<file path="src/rtl/cla_adder_pipe.sv">
// -----------------------------------------------------------------------------
// cla_adder_pipe
//
// Pipelined carry look-ahead adder/subtractor. The WIDTH-bit operands are cut
// into STAGES equal segments; segment k is added in pipeline rank k using
// 4-bit CLA groups whose group generate/propagate terms produce the group
// carries. The carry out of each segment is registered into the next rank.
//
// Operand skew: every rank carries the full operand words forward, so upper
// segments arrive untouched at the rank that consumes them, and finished
// lower result segments ride along until the output, giving an aligned word.
//
// Handshake (both sides): a transfer happens on a rising clock edge where
// valid & ready are both 1. The upstream side may not retract nothing - the
// block never looks at in_valid to form in_ready. The whole pipe advances as
// one when adv = out_ready | ~out_valid; in_ready is adv. While out_valid=1 and
// out_ready=0 every register holds, so the presented result stays stable.
//
// Ports
//   clk, rst_n            clock (rising edge), async active-low reset
//   in_valid / in_ready   operand handshake
//   in1, in2              operands A and B (WIDTH bits)
//   cin                   carry-in, add mode only
//   sub                   1: A - B, 0: A + B + cin
//   out_valid / out_ready result handshake
//   sum                   result, modulo 2^WIDTH
//   cout                  carry out of MSB (sub mode: 1 = no borrow)
//   ovf                   signed overflow
//
// WIDTH must be a multiple of 4*STAGES.
// -----------------------------------------------------------------------------
module cla_adder_pipe #(
  parameter int WIDTH  = 16,
  parameter int STAGES = 4
) (
  input  logic             clk,
  input  logic             rst_n,
  input  logic             in_valid,
  output logic             in_ready,
  input  logic [WIDTH-1:0] in1,
  input  logic [WIDTH-1:0] in2,
  input  logic             cin,
  input  logic             sub,
  output logic             out_valid,
  input  logic             out_ready,
  output logic [WIDTH-1:0] sum,
  output logic             cout,
  output logic             ovf
);

  localparam int SEG = WIDTH / STAGES;
  localparam int GRP = SEG / 4;

  // Result of one segment: sum bits, carry out of the segment, and the carry
  // into the segment's top bit (needed for overflow in the last rank).
  typedef struct packed {
    logic [SEG-1:0] s;
    logic           co;
    logic           cm;
  } seg_res_t;

  // Bit-level look-ahead inside one 4-bit group; c[0] is the group carry-in.
  function automatic logic [3:0] cla4_carry(input logic [3:0] g,
                                            input logic [3:0] p,
                                            input logic       c0);
    logic [3:0] c;
    c[0] = c0;
    c[1] = g[0] | (p[0] & c0);
    c[2] = g[1] | (p[1] & g[0]) | (p[1] & p[0] & c0);
    c[3] = g[2] | (p[2] & g[1]) | (p[2] & p[1] & g[0])
         | (p[2] & p[1] & p[0] & c0);
    return c;
  endfunction

  // One segment: groups chained through group G/P, c(j+1) = G + P*c(j).
  function automatic seg_res_t seg_add(input logic [SEG-1:0] a,
                                       input logic [SEG-1:0] b,
                                       input logic           c0);
    seg_res_t   r;
    logic [GRP:0] gc;
    logic [3:0] g;
    logic [3:0] p;
    logic [3:0] c;
    logic       gg;
    logic       pp;
    r     = '0;
    gc    = '0;
    gc[0] = c0;
    for (int j = 0; j < GRP; j++) begin
      g  = a[j*4 +: 4] & b[j*4 +: 4];
      p  = a[j*4 +: 4] ^ b[j*4 +: 4];
      c  = cla4_carry(g, p, gc[j]);
      r.s[j*4 +: 4] = p ^ c;
      gg = g[3] | (p[3] & g[2]) | (p[3] & p[2] & g[1])
         | (p[3] & p[2] & p[1] & g[0]);
      pp = &p;
      gc[j+1] = gg | (pp & gc[j]);
      // Last group overwrites this, leaving the carry into the segment MSB.
      r.cm = c[3];
    end
    r.co = gc[GRP];
    return r;
  endfunction

  // Subtraction is A + ~B + 1; the mode is folded into the stored operand
  // and the first-rank carry, so it travels with the item.
  logic [WIDTH-1:0] b_eff;
  logic             c_eff;
  assign b_eff = sub ? ~in2 : in2;
  assign c_eff = sub | cin;

  // Pipeline ranks 0..STAGES-1; rank r holds segments 0..r of the result.
  logic [STAGES-1:0] v_q;
  logic [STAGES-1:0] c_q;
  logic [WIDTH-1:0]  a_q [STAGES];
  logic [WIDTH-1:0]  b_q [STAGES];
  logic [WIDTH-1:0]  s_q [STAGES];
  logic              ovf_q;

  logic [STAGES-1:0] v_d;
  logic [STAGES-1:0] c_d;
  logic [WIDTH-1:0]  a_d [STAGES];
  logic [WIDTH-1:0]  b_d [STAGES];
  logic [WIDTH-1:0]  s_d [STAGES];
  logic              ovf_d;
  seg_res_t          seg_r [STAGES];

  logic adv;
  assign adv      = out_ready | ~v_q[STAGES-1];
  assign in_ready = adv;

  always_comb begin
    v_d   = '0;
    c_d   = '0;
    ovf_d = 1'b0;
    for (int r = 0; r < STAGES; r++) begin
      a_d[r]   = '0;
      b_d[r]   = '0;
      s_d[r]   = '0;
      seg_r[r] = '0;
    end

    // Rank 0 adds segment 0 straight from the operand inputs.
    seg_r[0]           = seg_add(in1[SEG-1:0], b_eff[SEG-1:0], c_eff);
    v_d[0]             = in_valid;
    a_d[0]             = in1;
    b_d[0]             = b_eff;
    s_d[0][SEG-1:0]    = seg_r[0].s;
    c_d[0]             = seg_r[0].co;

    for (int r = 1; r < STAGES; r++) begin
      seg_r[r] = seg_add(a_q[r-1][r*SEG +: SEG], b_q[r-1][r*SEG +: SEG],
                         c_q[r-1]);
      v_d[r]   = v_q[r-1];
      a_d[r]   = a_q[r-1];
      b_d[r]   = b_q[r-1];
      s_d[r]   = s_q[r-1];
      s_d[r][r*SEG +: SEG] = seg_r[r].s;
      c_d[r]   = seg_r[r].co;
    end

    ovf_d = seg_r[STAGES-1].co ^ seg_r[STAGES-1].cm;
  end

  always_ff @(posedge clk or negedge rst_n) begin
    if (!rst_n) begin
      v_q   <= '0;
      c_q   <= '0;
      ovf_q <= 1'b0;
      for (int r = 0; r < STAGES; r++) begin
        a_q[r] <= '0;
        b_q[r] <= '0;
        s_q[r] <= '0;
      end
    end else if (adv) begin
      v_q   <= v_d;
      c_q   <= c_d;
      ovf_q <= ovf_d;
      for (int r = 0; r < STAGES; r++) begin
        a_q[r] <= a_d[r];
        b_q[r] <= b_d[r];
        s_q[r] <= s_d[r];
      end
    end
  end

  assign out_valid = v_q[STAGES-1];
  assign sum       = s_q[STAGES-1];
  assign cout      = c_q[STAGES-1];
  assign ovf       = ovf_q;

endmodule
</file>
<file path="config.mk">
export PLATFORM = sky130hd
export DESIGN_NAME = cla_adder_pipe
export DESIGN_NICKNAME = d
export VERILOG_FILES = /design/src/rtl/cla_adder_pipe.sv
export SDC_FILE = /design/constraint.sdc
export NUM_CORES = 1
export LEC_CHECK = 0
export CORE_UTILIZATION = 49
export CTS_CLUSTER_DIAMETER = 100
export DETAILED_ROUTE_END_ITERATION = 8
export PLACE_DENSITY = 0.75
export SYNTH_ARGS = -nofsm -noshare
export SYNTH_HDL_FRONTEND = slang
export SYNTH_SLANG_ARGS = --single-unit
</file>
<file path="constraint.sdc">
create_clock -name clk -period 1.4 [get_ports clk]
set_input_delay 0.28 -clock clk [delete_from_list [all_inputs] [get_ports clk]]
set_output_delay 0.28 -clock clk [all_outputs]
set_load 0.02 [all_outputs]
</file>
==> impl_metrics.json <==
{
  "outcome": "complete, but fails checks",
  "violations": "setup timing",
  "max_cap_violations": 0,
  "rows": 33,
  "cts_buffer_depth": 2,
  "p_per_area_nw_per_um2": 2170,
  "via_per_inst": 4.91,
  "path_buf_inv": 0,
  "multi_input_area_um2": 1910,
  "p_leak_uw": 0.00274,
  "grt_pass1_wl_um": 14100,
  "syn_area_per_cell_um2": 9.39,
  "setup-tns-final_ns": -0.355,
  "finalCritPeriodShare_pct": 107,
  "min_period_ns": 1.49,
  "first_pass_iters": 4,
  "wl_per_cell_um": 13.0,
  "required_ns": 1.65,
  "die_x_um": 95.6,
  "worst_slack_ns": -0.0946,
  "reg2reg_depth": 5,
  "holdPathStages": 3,
  "ys_seq_area_share_pct": 56.6,
  "setup_viol": 5,
  "r2r_setup_slack_ns": -0.09,
  "seq_area_um2": 2430,
  "core_um2": 8340,
  "cpPeakStageDelay_ns": 0.42,
  "yosys_warnings": 0,
  "clock_latency_ns": 0.36,
  "clk_pin_slew_ns": 0.10,
  "netlist_area_um2": 4290,
  "drive_gt1_share_pct": 14.9,
  "rr_endpoint": "ovf",
  "hold_violations": 0,
  "synth_cell_types": 28,
  "cpMaxStageDelayCell": "dfrtp_1",
  "crit_chain": "ha_4 -> a211oi_4 -> o21bai_4 -> mux2i_1 -> a21oi_1",
  "synth_async_sr_flop_share_pct": 100,
  "overflow": 0,
  "initial_utilization_pct": 51.4,
  "numClockSinks": 97,
  "min_path_type": "primary input to flop",
  "hold_start": "in1[12]",
  "grt_max_degree": 98,
  "antenna_found_initial": 0,
  "drtIter0Drc": 176,
  "cts_root_buf": "clkbuf_8",
  "fin_nets": 592,
  "place.gp.congestion": 0.782,
  "fmax_ghz": 0.669,
  "worst_ir_drop_vdd_v": 0.00114,
  "grt_pass1_vias": 3156,
  "portBuffers": 57,
  "hold_end": "a_d[44]",
  "areaGrowthSynthToFinish_pct": 30.3,
  "cpLargestDelayFamily": "compound AO/OA/AOI/OAI gates",
  "worst-path-max-fanout": 3,
  "dp.cells": 618,
  "syn_inst": 457,
  "rsz0062_at_grt": "true",
  "route.detailed.drc": 0,
  "hpwl_um": 5330,
  "critPathLaunchType": "flop",
  "ant_nets": 0,
  "fin_skew_ns": 0.0104,
  "r2r_start": "b_d[12]",
  "die-area_um2": 9130,
  "num_io_pins": 58,
  "cts_tree": "done",
  "arrival_ns": 1.75,
  "antennaDiodeCount": 0,
  "fillers": 664,
  "grt_use_total_pct": 20.3,
  "synth_fp_nets": 516,
  "vias": 3156,
  "htree_levels": 3,
  "slew_viol_final": 0,
  "synth_ff_type": "dfrtp_1",
  "instances_no_fill": 643,
  "worstSetupEndpointType": "flop",
  "cts_buffers": 9,
  "routed_wl_um": 8390,
  "die_h_um": 95.6,
  "slew_headroom_pct": 67.2,
  "worst_slew_pin_slew_ns": 0.492,
  "path_class": "flop to flop",
  "synth_edf_count": 0,
  "yosys_register_bits": 97
}
==> report_power, final <==
group | total (µW) | leakage (µW) | internal, µW | switching, µW
clock | 2200 | 0.000126 | 1210 | 991
sequential | 4770 | 0.00118 | 4040 | 729
combinational | 5180 | 0.00144 | 2420 | 2760
total | 12100 | 0.00274 | 7670 | 4480
==> through the flow <==
step	total power, µW	util (%)	hold slack [ns]	worst slack [ns]	instance area [µm²]
floorplan	7690	-	-0.0156	-0.301	4340
global placement	9190	61.5	0.374	-0.724	5130
detailed placement	9410	61.5	0.376	-0.789	5130
CTS	11700	65.5	0.433	-0.0935	5460
global route	13100	67.0	0.441	-0.162	5590
finish	12100	67.0	0.444	-0.0946	5590
==> placed cells by master, fill, tap and decap left out, types with 7 or more instances in the layout <==
cell type          n
clkdlybuf4s50_1   30
dfrtp_1           97
clkbuf_8           9
clkdlybuf4s15_1   11
dlygate4sd2_1     11
o21ai_1            7
ha_1              13
xnor2_1           18
o21ai_0           22
buf_4             25
nand2_1          220
==> timing repair <==
item | 4_1_cts | 5_1_grt
setup buffers | 5 | 2
hold buffers | 1 | 0
setup endpoints to repair | 32 | 37
resized for setup | 47 | 33
pin swaps | 16 | 13
hold endpoints to repair | 97 | 0
gates cloned | 0 | 1
==> sequential cells by signal, summed over array words and instances, names as in the netlist <==
register and count:
a_d 24, b_d 24, c_q 4, ovf 1, s_d 24, sum 16, v_q 4
==> worst max path at each step <==
stage | startpoint | end | slack [ns] | cells past startpoint
finish | b_d[12] | ovf | -0.09 | 5
global route | b_d[13] | ovf | -0.16 | 5
CTS | b_d[12] | ovf | -0.09 | 5
detailed placement | sub | s_d[35] | -0.79 | 7
global placement | sub | c_q[0] | -0.72 | 7
floorplan | sub | c_q[0] | -0.30 | 8
==> final cells by class <==
type,count,share of cell area (%)
Sequential cell,97,43.4
Multi-Input combinational cell,333,34.2
Timing Repair Buffer,88,15.3
Tap cell,105,2.35
Clock buffer,9,2.22
Clock inverter,7,2.22
Inverter,4,0.313
==> worst register-to-register path, stage by stage (launching register included) <==
cell and delay [ns]:
dfrtp_1 0.42, ha_4 0.27, a211oi_4 0.30, o21bai_4 0.15
mux2i_1 0.17, a21oi_1 0.08
==> cells in the mapped netlist (all sizes together), types with 2 or more instances <==
cell type | n | area [µm²]
a211oi | 7 | 52.6
a21o | 3 | 22.5
a21oi | 8 | 40.0
buf | 13 | 73.8
clkbuf | 10 | 37.5
dfrtp | 97 | 2430
fa | 4 | 80.1
ha | 17 | 213
inv | 3 | 11.3
nand2 | 220 | 826
nand2b | 2 | 12.5
nor2 | 4 | 15.0
o21ai | 32 | 160
o21bai | 3 | 22.5
xnor2 | 19 | 166
xor2 | 5 | 43.8
==> cell families (layout without fill, tap and decap cells) <==
family / Yosys count / in the layout / share of synthesized area, %
AND/OR/NAND/NOR: 229 / 229 / 20.3
multiplexers: 1 / 1 / 0.233
adder cells (fa/ha/maj): 21 / 21 / 6.83
AO/OA/AOI/OAI: 58 / 58 / 8.17
XOR/XNOR: 24 / 24 / 4.90
flip-flops: 97 / 97 / 56.6
buffers and inverters: 27 / 108 / 2.98
==> layer usage <==
| metal | share of wire, % | track usage, % | up-vias | wire, µm |
|---|---|---|---|---|
| met5 | 0 | 0 | - | 0 |
| met4 | 1.1 | 7.46 | 0 | 92 |
| met3 | 3.8 | 4.31 | 7 | 317 |
| met2 | 49 | 34.6 | 63 | 4150 |
| met1 | 46 | 25.4 | 1491 | 3830 |
| li1 | - | - | 1595 | - |
(Power assumes the default switching activity.)
